===== src/rtl/dl_router.sv =====
// Routes HPS ioctl download bytes into BIOS, sprite ROM and music buffer through a small FIFO,
// and holds the core in reset across a BIOS load plus a fixed tail.
//
// state | meaning
// IDLE  | no download activity, FIFO drained
// LOAD  | dn_download high, bytes being queued
// DRAIN | download ended, emptying FIFO into targets
// HOLD  | BIOS drained, core_reset held for the tail count
module dl_router #(
  parameter int ADDR_W      = 17,
  parameter int FIFO_DEPTH  = 4,
  parameter int TAIL_CYCLES = 16
) (
  input  logic              clk_24,
  input  logic              reset,
  input  logic              dn_download,
  input  logic              dn_wr,
  input  logic [ADDR_W-1:0] dn_addr,
  input  logic [7:0]        dn_data,
  input  logic [7:0]        dn_index,
  output logic              bios_wr,
  output logic [ADDR_W-1:0] bios_addr,
  output logic [7:0]        bios_data,
  input  logic              bios_ready,
  output logic              sprite_wr,
  output logic [ADDR_W-1:0] sprite_addr,
  output logic [7:0]        sprite_data,
  input  logic              sprite_ready,
  output logic              music_wr,
  output logic [ADDR_W-1:0] music_addr,
  output logic [7:0]        music_data,
  input  logic              music_ready,
  output logic              core_reset,
  output logic              busy,
  output logic              overflow,
  output logic [7:0]        dropped
);

  localparam int PTR_W = $clog2(FIFO_DEPTH);
  localparam int CNT_W = PTR_W + 1;
  localparam int ENT_W = 2 + ADDR_W + 8;
  localparam int TC_W  = $clog2(TAIL_CYCLES + 1);
  localparam logic [CNT_W-1:0] DEPTH_C = CNT_W'(FIFO_DEPTH);
  localparam logic [1:0] TGT_BIOS   = 2'd0;
  localparam logic [1:0] TGT_SPRITE = 2'd1;
  localparam logic [1:0] TGT_MUSIC  = 2'd2;

  typedef enum logic [1:0] {S_IDLE, S_LOAD, S_DRAIN, S_HOLD} state_t;

  state_t             state_q, state_d;
  logic [ENT_W-1:0]   mem_q [FIFO_DEPTH];
  logic [ENT_W-1:0]   mem_d [FIFO_DEPTH];
  logic [PTR_W-1:0]   wr_ptr_q, wr_ptr_d, rd_ptr_q, rd_ptr_d;
  logic [CNT_W-1:0]   count_q, count_d;
  logic [TC_W-1:0]    hold_cnt_q, hold_cnt_d;
  logic               dl_prev_q, dl_prev_d;
  logic               bios_session_q, bios_session_d;
  logic               core_reset_q, core_reset_d;
  logic               busy_q, busy_d;
  logic               overflow_q, overflow_d;
  logic [7:0]         dropped_q, dropped_d;

  logic [ENT_W-1:0]   head;
  logic [1:0]         head_tgt, in_tgt;
  logic               valid, mapped, push_req, push_ok, stray, pop, rise;
  logic [7:0]         dropped_base;

  assign head     = mem_q[rd_ptr_q];
  assign head_tgt = head[ENT_W-1 -: 2];
  assign valid    = (count_q != '0);
  assign rise     = dn_download & ~dl_prev_q;

  always_comb begin
    mapped = 1'b1;
    in_tgt = TGT_MUSIC;
    case (dn_index)
      8'd0, 8'd1: in_tgt = TGT_BIOS;
      8'd3:       in_tgt = TGT_SPRITE;
      8'd4:       in_tgt = TGT_MUSIC;
      default:    mapped = 1'b0;
    endcase
  end

  assign push_req = dn_wr & dn_download & mapped;
  assign stray    = dn_wr & ~(dn_download & mapped);
  assign pop      = valid & (((head_tgt == TGT_BIOS)   & bios_ready)   |
                             ((head_tgt == TGT_SPRITE) & sprite_ready) |
                             ((head_tgt == TGT_MUSIC)  & music_ready));
  // A full FIFO still takes a byte when the head leaves in the same cycle.
  assign push_ok  = push_req & ((count_q != DEPTH_C) | pop);

  always_comb begin
    mem_d      = mem_q;
    wr_ptr_d   = wr_ptr_q;
    rd_ptr_d   = rd_ptr_q;
    count_d    = count_q;
    state_d    = state_q;
    hold_cnt_d = hold_cnt_q;
    dl_prev_d  = dn_download;

    if (push_ok) begin
      mem_d[wr_ptr_q] = {in_tgt, dn_addr, dn_data};
      wr_ptr_d        = wr_ptr_q + PTR_W'(1);
    end
    if (pop) rd_ptr_d = rd_ptr_q + PTR_W'(1);
    case ({push_ok, pop})
      2'b10:   count_d = count_q + CNT_W'(1);
      2'b01:   count_d = count_q - CNT_W'(1);
      default: count_d = count_q;
    endcase

    case (state_q)
      S_IDLE:  if (rise) state_d = S_LOAD;
      S_LOAD:  if (!dn_download) state_d = S_DRAIN;
      S_DRAIN: begin
        if (rise) state_d = S_LOAD;
        else if (!valid) begin
          if (bios_session_q) begin
            state_d    = S_HOLD;
            hold_cnt_d = TC_W'(TAIL_CYCLES - 1);
          end else begin
            state_d = S_IDLE;
          end
        end
      end
      S_HOLD: begin
        if (rise) state_d = S_LOAD;
        else if (hold_cnt_q == '0) state_d = S_IDLE;
        else hold_cnt_d = hold_cnt_q - TC_W'(1);
      end
      default: state_d = S_IDLE;
    endcase

    overflow_d   = (rise ? 1'b0 : overflow_q) | (push_req & ~push_ok);
    dropped_base = rise ? 8'd0 : dropped_q;
    dropped_d    = (stray && dropped_base != 8'hFF) ? dropped_base + 8'd1 : dropped_base;

    // Session flag follows the next state so core_reset lands one cycle after the edge.
    bios_session_d = (state_d == S_IDLE) ? 1'b0
                   : (bios_session_q | (dn_download & (dn_index < 8'd2)));
    core_reset_d   = bios_session_d;
    busy_d         = (state_d != S_IDLE);
  end

  always_ff @(posedge clk_24) begin
    if (reset) begin
      state_q        <= S_IDLE;
      mem_q          <= '{default: '0};
      wr_ptr_q       <= '0;
      rd_ptr_q       <= '0;
      count_q        <= '0;
      hold_cnt_q     <= '0;
      dl_prev_q      <= 1'b0;
      bios_session_q <= 1'b0;
      core_reset_q   <= 1'b0;
      busy_q         <= 1'b0;
      overflow_q     <= 1'b0;
      dropped_q      <= 8'd0;
    end else begin
      state_q        <= state_d;
      mem_q          <= mem_d;
      wr_ptr_q       <= wr_ptr_d;
      rd_ptr_q       <= rd_ptr_d;
      count_q        <= count_d;
      hold_cnt_q     <= hold_cnt_d;
      dl_prev_q      <= dl_prev_d;
      bios_session_q <= bios_session_d;
      core_reset_q   <= core_reset_d;
      busy_q         <= busy_d;
      overflow_q     <= overflow_d;
      dropped_q      <= dropped_d;
    end
  end

  assign bios_wr     = valid & (head_tgt == TGT_BIOS);
  assign sprite_wr   = valid & (head_tgt == TGT_SPRITE);
  assign music_wr    = valid & (head_tgt == TGT_MUSIC);
  assign bios_addr   = head[8 +: ADDR_W];
  assign sprite_addr = head[8 +: ADDR_W];
  assign music_addr  = head[8 +: ADDR_W];
  assign bios_data   = head[7:0];
  assign sprite_data = head[7:0];
  assign music_data  = head[7:0];
  assign core_reset  = core_reset_q;
  assign busy        = busy_q;
  assign overflow    = overflow_q;
  assign dropped     = dropped_q;

endmodule


===== config.mk =====
export PLATFORM = sky130hd
export DESIGN_NAME = dl_router
export DESIGN_NICKNAME = d
export VERILOG_FILES = /design/src/rtl/dl_router.sv
export SDC_FILE = /design/constraint.sdc
export NUM_CORES = 1
export LEC_CHECK = 0
export ABC_AREA = 1
export BUFFER_PORTS_ARGS = -buffer_cell sky130_fd_sc_hd__buf_4
export CORE_ASPECT_RATIO = 2
export CORE_UTILIZATION = 55
export DETAILED_ROUTE_END_ITERATION = 7
export GPL_TIMING_DRIVEN = 0
export PLACE_DENSITY = 0.82
export RECOVER_POWER = 50
export SETUP_SLACK_MARGIN = 0.5
export SLEW_MARGIN = 20
export SYNTH_ARGS = -nofsm -noshare
export SYNTH_HDL_FRONTEND = slang
export SYNTH_SLANG_ARGS = --single-unit

===== constraint.sdc =====
create_clock -name clk_24 -period 3.8 [get_ports clk_24]
set_input_delay 0.38 -clock clk_24 [delete_from_list [all_inputs] [get_ports clk_24]]
set_output_delay 0.38 -clock clk_24 [all_outputs]
set_load 0.005 [all_outputs]

==> flow_summary.ini <==
[clock_tree]
cts.sink_count = 134
ctsRootBufferMaster = sky130_fd_sc_hd__clkbuf_16
htreeDepth = 4
clock_path_buffers = 2
worst_setup_hold_path_clk_slew_ps = 60
cts_tree = yes
cts_hold_buffers = 0
post_cts.resized_instances = 0
worstSkewPairLatency_ps = 430
cts.repair_timing.setup_buffer_count = 0
cts_buffers = 17

[place]
dp_hpwl_mm = 14.1
place_ws_ps = 1220
buffer_ports.inserted = 128
gp_routability_congestion = 0.830

[global_route]
groute.usage.overall_pct = 29.2
grt_start_max_net_pins = 17
antenna_violations_before_repair = 0
via_count_of_the_first_global_routing_pass = 6795
grt_overflow = 0
grt_pass1_wl_mm = 31.5

[worst_setup_path]
timing.critical_path.required_ps = 3420
start_kind = flip-flop
crit_path_max_incr_delay_ps = 550
worst-setup-path-type = reg -> out
worst_ep_arrival_time_ps = 2600
chain_of_cells_forming_the_critical_path = clkbuf_1 > clkbuf_1 > a21oi_1 > a21oi_1 > buf_4 > buf_4
timing.critical_path.to_type = output port
crit_path_max_fanout = 10
cpMaxStageDelayCell = sky130_fd_sc_hd__clkbuf_1
ff2ff_setup_slack_ps = 920
r2r.worst_path.cells = 14

[route]
detail_route.wl_per_cell_um = 13.6
routed-via-count = 7174
detail_route.vias_per_cell = 5.00
maxUsedRoutingLayer = met4
drt_drc_violations_left = 0
met2_length_mm = 10.8
dr.first_iter.drc_count = 375
firstDrtPassIters = 6
wirelength_met1_mm = 6.89
wl_met3_um = 900
drt.antenna.violating_nets = 0
drt_wl_total_mm = 19.4

[floorplan]
die-width_um = 83.4
die_h_um = 165
io_pins = 129
dieArea_um2 = 13700
core_area_um2 = 13000
row_count = 59
floorplan.initialDensity_pct = 56.1

[synth]
synth.ff_latch_count = 134
share_of_synthesized_area_occupied_by_flip_flops_and_latches_pct = 36.8
post-synth-top-area-cell = sky130_fd_sc_hd__dfxtp_1
postSynthCellCount = 1122
syn_avg_cell_area_um2 = 6.49
synthFlopType = sky130_fd_sc_hd__dfxtp_1
yosysWarningCount = 0
synthArstFlopShare_pct = 0
leading_post_synthesis_cells_by_cell_area = sky130_fd_sc_hd__dfxtp_1 37%, sky130_fd_sc_hd__nand2_1 16%, sky130_fd_sc_hd__nor2_1 13%
number_of_synthesized_flops_with_an_enable_pin = 0
netlist_area_um2 = 7290
post-synth-top-area-fraction_pct = 36.8
synthDistinctLibCells = 31
syn_nets = 1171

[power_and_ir_drop]
power_leakage_nw = 4.77
power_density_nw_per_um2 = 394
fraction_of_power_consumed_by_sequential_logic_pct = 41.0
power.share.switching_pct = 25.5
power_frac_comb_pct = 10.2
vdd_ir_drop_max_v = 0.000376
netSwitchingPower_uw = 892
clock_power_share_pct = 48.8
p_int_mw = 2.61
total_power_mw = 3.50

[timing]
timing.final.crit_period_ps = 2980
period_share_pct = 78.3
maxSlewViolCount = 0
timing.max_slew.rel_slack_pct = 47.6
setup_total_negative_slack_ps = 0
achievable-frequency_mhz = 336
setup_slack_ps = 824
timing_hold_violations_final = 0
setup-violations-final = 0
rsz0062_at_grt = no
skew_ps = 7.89
worst_pin_slew_ps = 780

[run]
maxCapViolCount = 0

[final_layout]
mostFrequentLayoutCells = 301 x sky130_fd_sc_hd__nand2_1, 249 x sky130_fd_sc_hd__nor2_1, 168 x sky130_fd_sc_hd__buf_4, 147 x sky130_fd_sc_hd__inv_1, 134 x sky130_fd_sc_hd__dfxtp_1
area.growth.synth_to_final_pct = 21.9
fill_cells = 1168
antenna-diode-count = 0
final_common_cell = sky130_fd_sc_hd__nand2_1
layout.nets = 1318
layout-drive-gt1-share_pct = 18.6

[worst_hold_path]
min_path_type = in -> reg
min_delay_path_depth = 3

[run_status]
outcome = completed
critical path, delay by kind of cell (launching register included):
family	cells	cell delay, ps
AOI/OAI and AO/OA	2	530
buffers and inverters	4	1240
DFF	1	390
through the flow:
stage | hold slack, ps | utilization [%] | instances | area, um2
after floorplan | 431 | - | 1122 | 7290
after global placement | 450 | 64.9 | 1402 | 8440
after detailed placement | 465 | 64.9 | 1402 | 8440
after CTS | 145 | 69.7 | 1434 | 9050
after global routing | 219 | 68.3 | 1434 | 8880
final | 213 | 68.3 | 1434 | 8880
registers in the layout, indices dropped and copies added, names as in the netlist:
register and flops:
rd_ptr_q 2, hold_cnt_q 5, core_reset 1, count_q 3, wr_ptr_q 2, busy 1
dropped 8, overflow 1, state_q 2, mem_q 108, dl_prev_q 1
cells in the mapped netlist, types with 2 or more instances:
cell type and n:
sky130_fd_sc_hd__nor2_1 249, sky130_fd_sc_hd__dfxtp_1 134, sky130_fd_sc_hd__ha_1 8, sky130_fd_sc_hd__a311oi_1 2, sky130_fd_sc_hd__buf_1 2, sky130_fd_sc_hd__nand3_2 3, sky130_fd_sc_hd__nand3_1 14, sky130_fd_sc_hd__buf_4 53
sky130_fd_sc_hd__xor2_1 3, sky130_fd_sc_hd__a21oi_1 90, sky130_fd_sc_hd__o21ai_0 40, sky130_fd_sc_hd__inv_1 147, sky130_fd_sc_hd__xnor2_1 2, sky130_fd_sc_hd__inv_2 2, sky130_fd_sc_hd__buf_6 21, sky130_fd_sc_hd__clkbuf_8 9
sky130_fd_sc_hd__nand2_1 301, sky130_fd_sc_hd__nand4_1 2, sky130_fd_sc_hd__nor3_1 7, sky130_fd_sc_hd__a31oi_1 3, sky130_fd_sc_hd__clkbuf_1 15, sky130_fd_sc_hd__nor2_2 3, sky130_fd_sc_hd__nand3_4 4
per-layer routing:
| layer | vias up | track usage (%) |
|---|---|---|
| li1 | 3631 | - |
| met1 | 3245 | 28.1 |
| met2 | 232 | 57.2 |
| met5 | - | 0 |
| met3 | 66 | 4.45 |
| met4 | 0 | 17.8 |
power by group through the flow:
stage               sequential (mW)  clock (mW)  combinational [mW]
finish                         1.43        1.71               0.358
floorplan                      1.46           0               0.190
global route                   1.44        1.77               0.391
global placement               1.46           0               0.359
detailed placement             1.47           0               0.361
CTS                            1.43        1.72               0.362
cell families after synthesis:
logic type | after synthesis | synth area share, %
simple gates | 587 | 32.2
buf+inv | 249 | 19.0
compound gates | 138 | 9.79
xor+xnor | 5 | 0.601
fa+ha+maj | 9 | 1.65
flops | 134 | 36.8
final cells by class:
class                      count  area, um2  area share (%)
buffer                       100        728            8.20
clock buffer                  18        439            4.95
clock inverter                14        174            1.96
inverter                     149        559            6.30
multi-input combinational    739       3150            35.5
sequential                   134       2680            30.2
tap                          152        190            2.14
timing repair buffer         128        953            10.7
final timing paths:
| path | startpoint | to |
|---|---|---|
| max | rd_ptr_q[0] | music_addr[16] |
| min | dn_data[3] | mem_q[30] |
| max reg2reg | rd_ptr_q[0] | count_q[2] |
| min reg2reg | overflow | overflow |
Note: power is estimated with default switching activity, not from simulation.
